==> src/rtl/ctrl_pipe.sv <==
// ctrl_pipe: consumer end of the decode-stage control bundle.
// Carries the control word and register addresses of each instruction
// through the ID/EX, EX/MEM and MEM/WB pipeline registers. It inserts
// bubbles on load-use hazards and EX-resolved flushes. It also produces
// the load-use stall and the EX-stage operand forwarding selects.
//
// Control word layout:
//   {regwrite[11], alusrc[10], memwrite[9], wdsel[8:7],
//    resultsrc[6:5], jumpsel[4], alucontrol[3:0]}
//
// Optional build macro: CTRL_PIPE_RETIRE_CNT_EN
//   Defined   : retire_cnt counts the cycles in which WB holds a valid
//               instruction. It wraps at 2^CNT_W.
//   Undefined : retire_cnt is tied to zero and no counter flops exist.
module ctrl_pipe #(
  parameter int RA_W  = 5,
  parameter int CNT_W = 32
) (
  input  logic             clk,
  input  logic             reset,
  input  logic             d_valid,
  input  logic [11:0]      d_ctrl,
  input  logic [RA_W-1:0]  d_rd,
  input  logic [RA_W-1:0]  d_rs1,
  input  logic [RA_W-1:0]  d_rs2,
  input  logic             d_use_rs1,
  input  logic             d_use_rs2,
  input  logic             flush_i,
  output logic             stall_o,
  output logic             e_valid,
  output logic             m_valid,
  output logic             w_valid,
  output logic [11:0]      e_ctrl,
  output logic [11:0]      m_ctrl,
  output logic [11:0]      w_ctrl,
  output logic [RA_W-1:0]  e_rd,
  output logic [RA_W-1:0]  m_rd,
  output logic [RA_W-1:0]  w_rd,
  output logic [RA_W-1:0]  e_rs1,
  output logic [RA_W-1:0]  e_rs2,
  output logic [1:0]       fwd_a,
  output logic [1:0]       fwd_b,
  output logic [CNT_W-1:0] retire_cnt
);

  localparam int              REGWRITE = 11;
  localparam logic [1:0]      RES_LOAD = 2'b01;
  localparam logic [1:0]      FWD_RF   = 2'b00;
  localparam logic [1:0]      FWD_WB   = 2'b01;
  localparam logic [1:0]      FWD_MEM  = 2'b10;
  localparam logic [RA_W-1:0] REG_X0   = '0;

  logic        e_is_load;
  logic        rs1_hit;
  logic        rs2_hit;
  logic        hz;
  logic        e_take;
  logic [11:0] d_ctrl_cap;
  logic        m_fwd_ok;
  logic        w_fwd_ok;

  // Load-use hazard against the instruction in EX. A flush wins over the
  // stall so that fetch can redirect. Both sources hitting still costs
  // only one stall cycle, because EX becomes a bubble next cycle.
  always_comb begin
    e_is_load = e_valid & e_ctrl[REGWRITE] & (e_ctrl[6:5] == RES_LOAD);
    rs1_hit   = d_use_rs1 & (d_rs1 == e_rd);
    rs2_hit   = d_use_rs2 & (d_rs2 == e_rd);
    hz        = e_is_load & (rs1_hit | rs2_hit);
    stall_o   = hz & ~flush_i & d_valid;
    e_take    = d_valid & ~flush_i & ~stall_o;
  end

  // Writes to x0 are dropped at capture, so downstream logic never
  // sees a regwrite that targets x0.
  always_comb begin
    d_ctrl_cap           = d_ctrl;
    d_ctrl_cap[REGWRITE] = d_ctrl[REGWRITE] & (d_rd != REG_X0);
  end

  // EX operand forwarding. MEM wins over WB. A load in MEM has no data
  // yet, so it is never a forwarding source. Requiring a nonzero
  // producer rd also makes e_rs1/e_rs2 == x0 always select the register file.
  always_comb begin
    m_fwd_ok = m_valid & m_ctrl[REGWRITE] & (m_ctrl[6:5] != RES_LOAD) & (m_rd != REG_X0);
    w_fwd_ok = w_valid & w_ctrl[REGWRITE] & (w_rd != REG_X0);
    fwd_a    = FWD_RF;
    fwd_b    = FWD_RF;
    if (m_fwd_ok && (m_rd == e_rs1)) begin
      fwd_a = FWD_MEM;
    end else if (w_fwd_ok && (w_rd == e_rs1)) begin
      fwd_a = FWD_WB;
    end
    if (m_fwd_ok && (m_rd == e_rs2)) begin
      fwd_b = FWD_MEM;
    end else if (w_fwd_ok && (w_rd == e_rs2)) begin
      fwd_b = FWD_WB;
    end
  end

  // ID/EX register: capture the decode slot, or insert a bubble on a
  // stall, a flush or an empty decode slot.
  always_ff @(posedge clk) begin
    if (reset) begin
      e_valid <= 1'b0;
      e_ctrl  <= '0;
      e_rd    <= '0;
      e_rs1   <= '0;
      e_rs2   <= '0;
    end else if (e_take) begin
      e_valid <= 1'b1;
      e_ctrl  <= d_ctrl_cap;
      e_rd    <= d_rd;
      e_rs1   <= d_rs1;
      e_rs2   <= d_rs2;
    end else begin
      e_valid <= 1'b0;
      e_ctrl  <= '0;
      e_rd    <= '0;
      e_rs1   <= '0;
      e_rs2   <= '0;
    end
  end

  // EX/MEM register: always advances. The branch that raised the flush
  // still moves on to MEM.
  always_ff @(posedge clk) begin
    if (reset) begin
      m_valid <= 1'b0;
      m_ctrl  <= '0;
      m_rd    <= '0;
    end else begin
      m_valid <= e_valid;
      m_ctrl  <= e_ctrl;
      m_rd    <= e_rd;
    end
  end

  // MEM/WB register: always advances.
  always_ff @(posedge clk) begin
    if (reset) begin
      w_valid <= 1'b0;
      w_ctrl  <= '0;
      w_rd    <= '0;
    end else begin
      w_valid <= m_valid;
      w_ctrl  <= m_ctrl;
      w_rd    <= m_rd;
    end
  end

`ifdef CTRL_PIPE_RETIRE_CNT_EN
  // Retired-instruction counter. It wraps naturally at 2^CNT_W.
  always_ff @(posedge clk) begin
    if (reset) begin
      retire_cnt <= '0;
    end else if (w_valid) begin
      retire_cnt <= retire_cnt + 1'b1;
    end
  end
`else
  assign retire_cnt = '0;
`endif

endmodule

==> config.mk <==
export PLATFORM = sky130hd
export DESIGN_NAME = ctrl_pipe
export DESIGN_NICKNAME = d
export VERILOG_FILES = /design/src/rtl/ctrl_pipe.sv
export SDC_FILE = /design/constraint.sdc
export NUM_CORES = 1
export LEC_CHECK = 0
export BUFFER_PORTS_ARGS = -buffer_cell sky130_fd_sc_hd__buf_4
export CAP_MARGIN = 30
export CORE_UTILIZATION = 25
export CTS_CLUSTER_SIZE = 12
export DETAILED_ROUTE_END_ITERATION = 6
export MAX_ROUTING_LAYER = met4
export SETUP_SLACK_MARGIN = 0.05
export SLEW_MARGIN = 25
export SYNTH_ARGS = -nofsm -noshare
export SYNTH_HDL_FRONTEND = slang
export SYNTH_SLANG_ARGS = --single-unit
==> constraint.sdc <==
create_clock -name clk -period 2.5 [get_ports clk]
set_clock_uncertainty 0.2 [all_clocks]
set_input_delay 0.5 -clock clk [delete_from_list [all_inputs] [get_ports clk]]
set_output_delay 0.5 -clock clk [all_outputs]
set_load 0.03 [all_outputs]
==> flow_summary.ini <==
[drt]
vias = 1987
drc_errors = 0
dr.pass1.iters = 5
drt_iter0_drc = 147
vias_per_cell = 4.10
wirelength_mm = 6.49
postRouteAntennaNets = 0
wl_per_cell_um = 13.4

[floorplanning]
die_area_mm2 = 0.0105
die_h_um = 102
start_util = 0.258
io_pins = 134
num_rows = 36
die_x_um = 102
core_mm2 = 0.00977

[cells_and_area]
layout_commonest_cell = buf_4
diodes = 0
seq_area_mm2 = 0.00130
final_layout_size_suffix_gt1_frac = 0.401
multiInputGateArea_mm2 = 0.00112
fill_cells = 974
layout_common_cells = buf_4, dfxtp_1, nor2b_1
fin_nets = 381
utilization = 0.373
fin_cells = 485
syn_to_final_growth_pct = 44.3

[clocking]
clkSinkCount = 64
insertion_delay_ns = 0.33
clockBufferDepth = 2
htree_levels = 3
clkTransAtPathRegs_ns = 0.07
numCtsBuffers = 9
root_buffer = clkbuf_8
cts_tree = yes

[sta]
hold_violations = 0
setup_tns_ns = -0.182
fin_ws_ns = -0.0922
setup_violations = 2
drv_slew = 0
max-slew-margin-rel = 0.567
fin_crit_ns = 2.59
rsz0062_at_grt = true
fmax_ghz = 0.386
timing.hold.ws_ns = 0.194
period_share = 1.04
tightestPinTransition_ns = 0.649

[worst_setup_path]
required_ns = 1.80
endpoint_kind = output port
critPathLaunchType = register
worstSetupPathType = register to output port
rr_worst_depth = 5
cp.arrival_ns = 1.89
cp_max_fo = 2

[global_routing]
antenna_found_initial = 0
grt_pass1_vias = 1832
grt_pass1_wl_mm = 9.61
grt_overflow_total = 0
grt_max_degree = 65
grtUsageTotal = 0.128

[worst_hold_path]
hold_class = input pin to register
min_delay_path_depth = 3

[placement]
gp_congestion = 0.912
dp_hpwl_mm = 4.81
place_inst = 466
port_buffers = 101

[synth]
synth.area.mux_share = 0
yosys.area_share.adder = 0
synth-seq-cells = 64
avgSynthCellArea_um2 = 10.4
synth_top_family_by_area = simple AND/OR/NAND/NOR gates
syn_area_mm2 = 0.00252
yosysSeqAreaShare = 0.507
yosys_warnings = 0
synthXorXnorAreaFrac = 0.104
yosysUniqueCellTypes = 26
synth-simple-area-share = 0.238
synth_compound_area_frac = 0.0183
synth_cells = 243

[job]
max_cap_viol_count = 0

[run_status]
violations = negative setup slack
status = finished with violations

[pwr]
power_density_mw_per_mm2 = 593
p_leak_nw = 1.67
peakVddDrop_v = 0.000205
-- synth_stat cells, drive strengths merged --
library cell | count | area [um2]
o2111ai | 1 | 15.0
nand2 | 2 | 7.51
or4 | 5 | 37.5
and4b | 1 | 10.0
o211ai | 1 | 7.51
xor2 | 14 | 123
nand2b | 2 | 12.5
nand3 | 2 | 10.0
nor4 | 16 | 113
and3 | 1 | 6.26
inv | 11 | 41.3
conb | 1 | 3.75
clkbuf | 8 | 30.0
nand4 | 6 | 37.5
nor4b | 15 | 131
buf | 36 | 258
nor3 | 1 | 5.00
dfxtp | 64 | 1280
xnor2 | 16 | 140
o22ai | 2 | 18.8
nor2b | 37 | 231
o21ai | 1 | 5.00
-- sequential cells by signal (all words and copies together) (netlist names) --
register,count
w_rd,5
e_rd,5
e_ctrl,12
e_rs1,5
m_ctrl,12
e_valid,1
w_valid,1
e_rs2,5
m_rd,5
w_ctrl,12
m_valid,1
-- final cells by class --
cell class,instances,area share
clock inverter,2,0.00344
sequential,64,0.356
multi-input combinational,155,0.309
inverter,11,0.0113
tap,133,0.0457
timing repair buffer,107,0.226
clock buffer,13,0.0491
-- critical path, cell delays in order (launching register included) --
cell	delay (ns)
dfxtp_4	0.35
or4_4	0.54
o2111ai_4	0.28
nor4_4	0.07
nor4_4	0.16
buf_6	0.17
-- what timing repair did --
item,CTS,global route
cloned,0,0
buffers inserted,3,1
pin swaps,6,1
hold buffers,0,0
setup endpoints to repair,4,4
resized for setup,7,7
-- metal layers --
| layer | track usage | vias up | wire length, um |
|---|---|---|---|
| met5 | - | - | 0 |
| met3 | 0.0210 | 13 | 400 |
| met4 | 0.0747 | 0 | 146 |
| met1 | 0.149 | 906 | 2660 |
| li1 | - | 962 | - |
| met2 | 0.207 | 106 | 3280 |
-- logic make-up (layout without fill, tap and decap cells) --
| logic type | Yosys count | count (layout) |
|---|---|---|
| AND/OR/NAND/NOR | 88 | 88 |
| AO/OA/AOI/OAI | 5 | 5 |
| other | 1 | 32 |
| buffers and inverters | 55 | 133 |
| XOR/XNOR | 30 | 30 |
| flip-flops | 64 | 64 |
-- power by group --
part,internal [mW],total [mW],switching [mW]
clock network,0.461,0.833,0.372
registers,1.04,1.06,0.0201
logic,0.0937,0.269,0.175
total,1.59,2.16,0.567
-- stage by stage --
| stage | setup slack (ns) | power (mW) | instance area, um2 |
|---|---|---|---|
| 3_5_place_dp | 0.171 | 1.35 | 3360 |
| 4_1_cts | -0.134 | 2.19 | 3600 |
| 3_3_place_gp | 0.214 | 1.35 | 3360 |
| 5_1_grt | -0.213 | 2.25 | 3640 |
| 2_1_floorplan | 0.0572 | 1.29 | 2710 |
| 6_report | -0.0922 | 2.16 | 3640 |
-- worst paths after layout --
| check | slack, ns | end | startpoint |
|---|---|---|---|
| min reg2reg | 0.26 | w_ctrl[3] | m_ctrl[3] |
| max reg2reg | 0.73 | e_ctrl[11] | e_rd[1] |
| min | 0.19 | e_ctrl[5] | d_ctrl[5] |
| max | -0.09 | fwd_b[0] | m_rd[1] |
No activity file was read; power rests on OpenSTA's default activity.
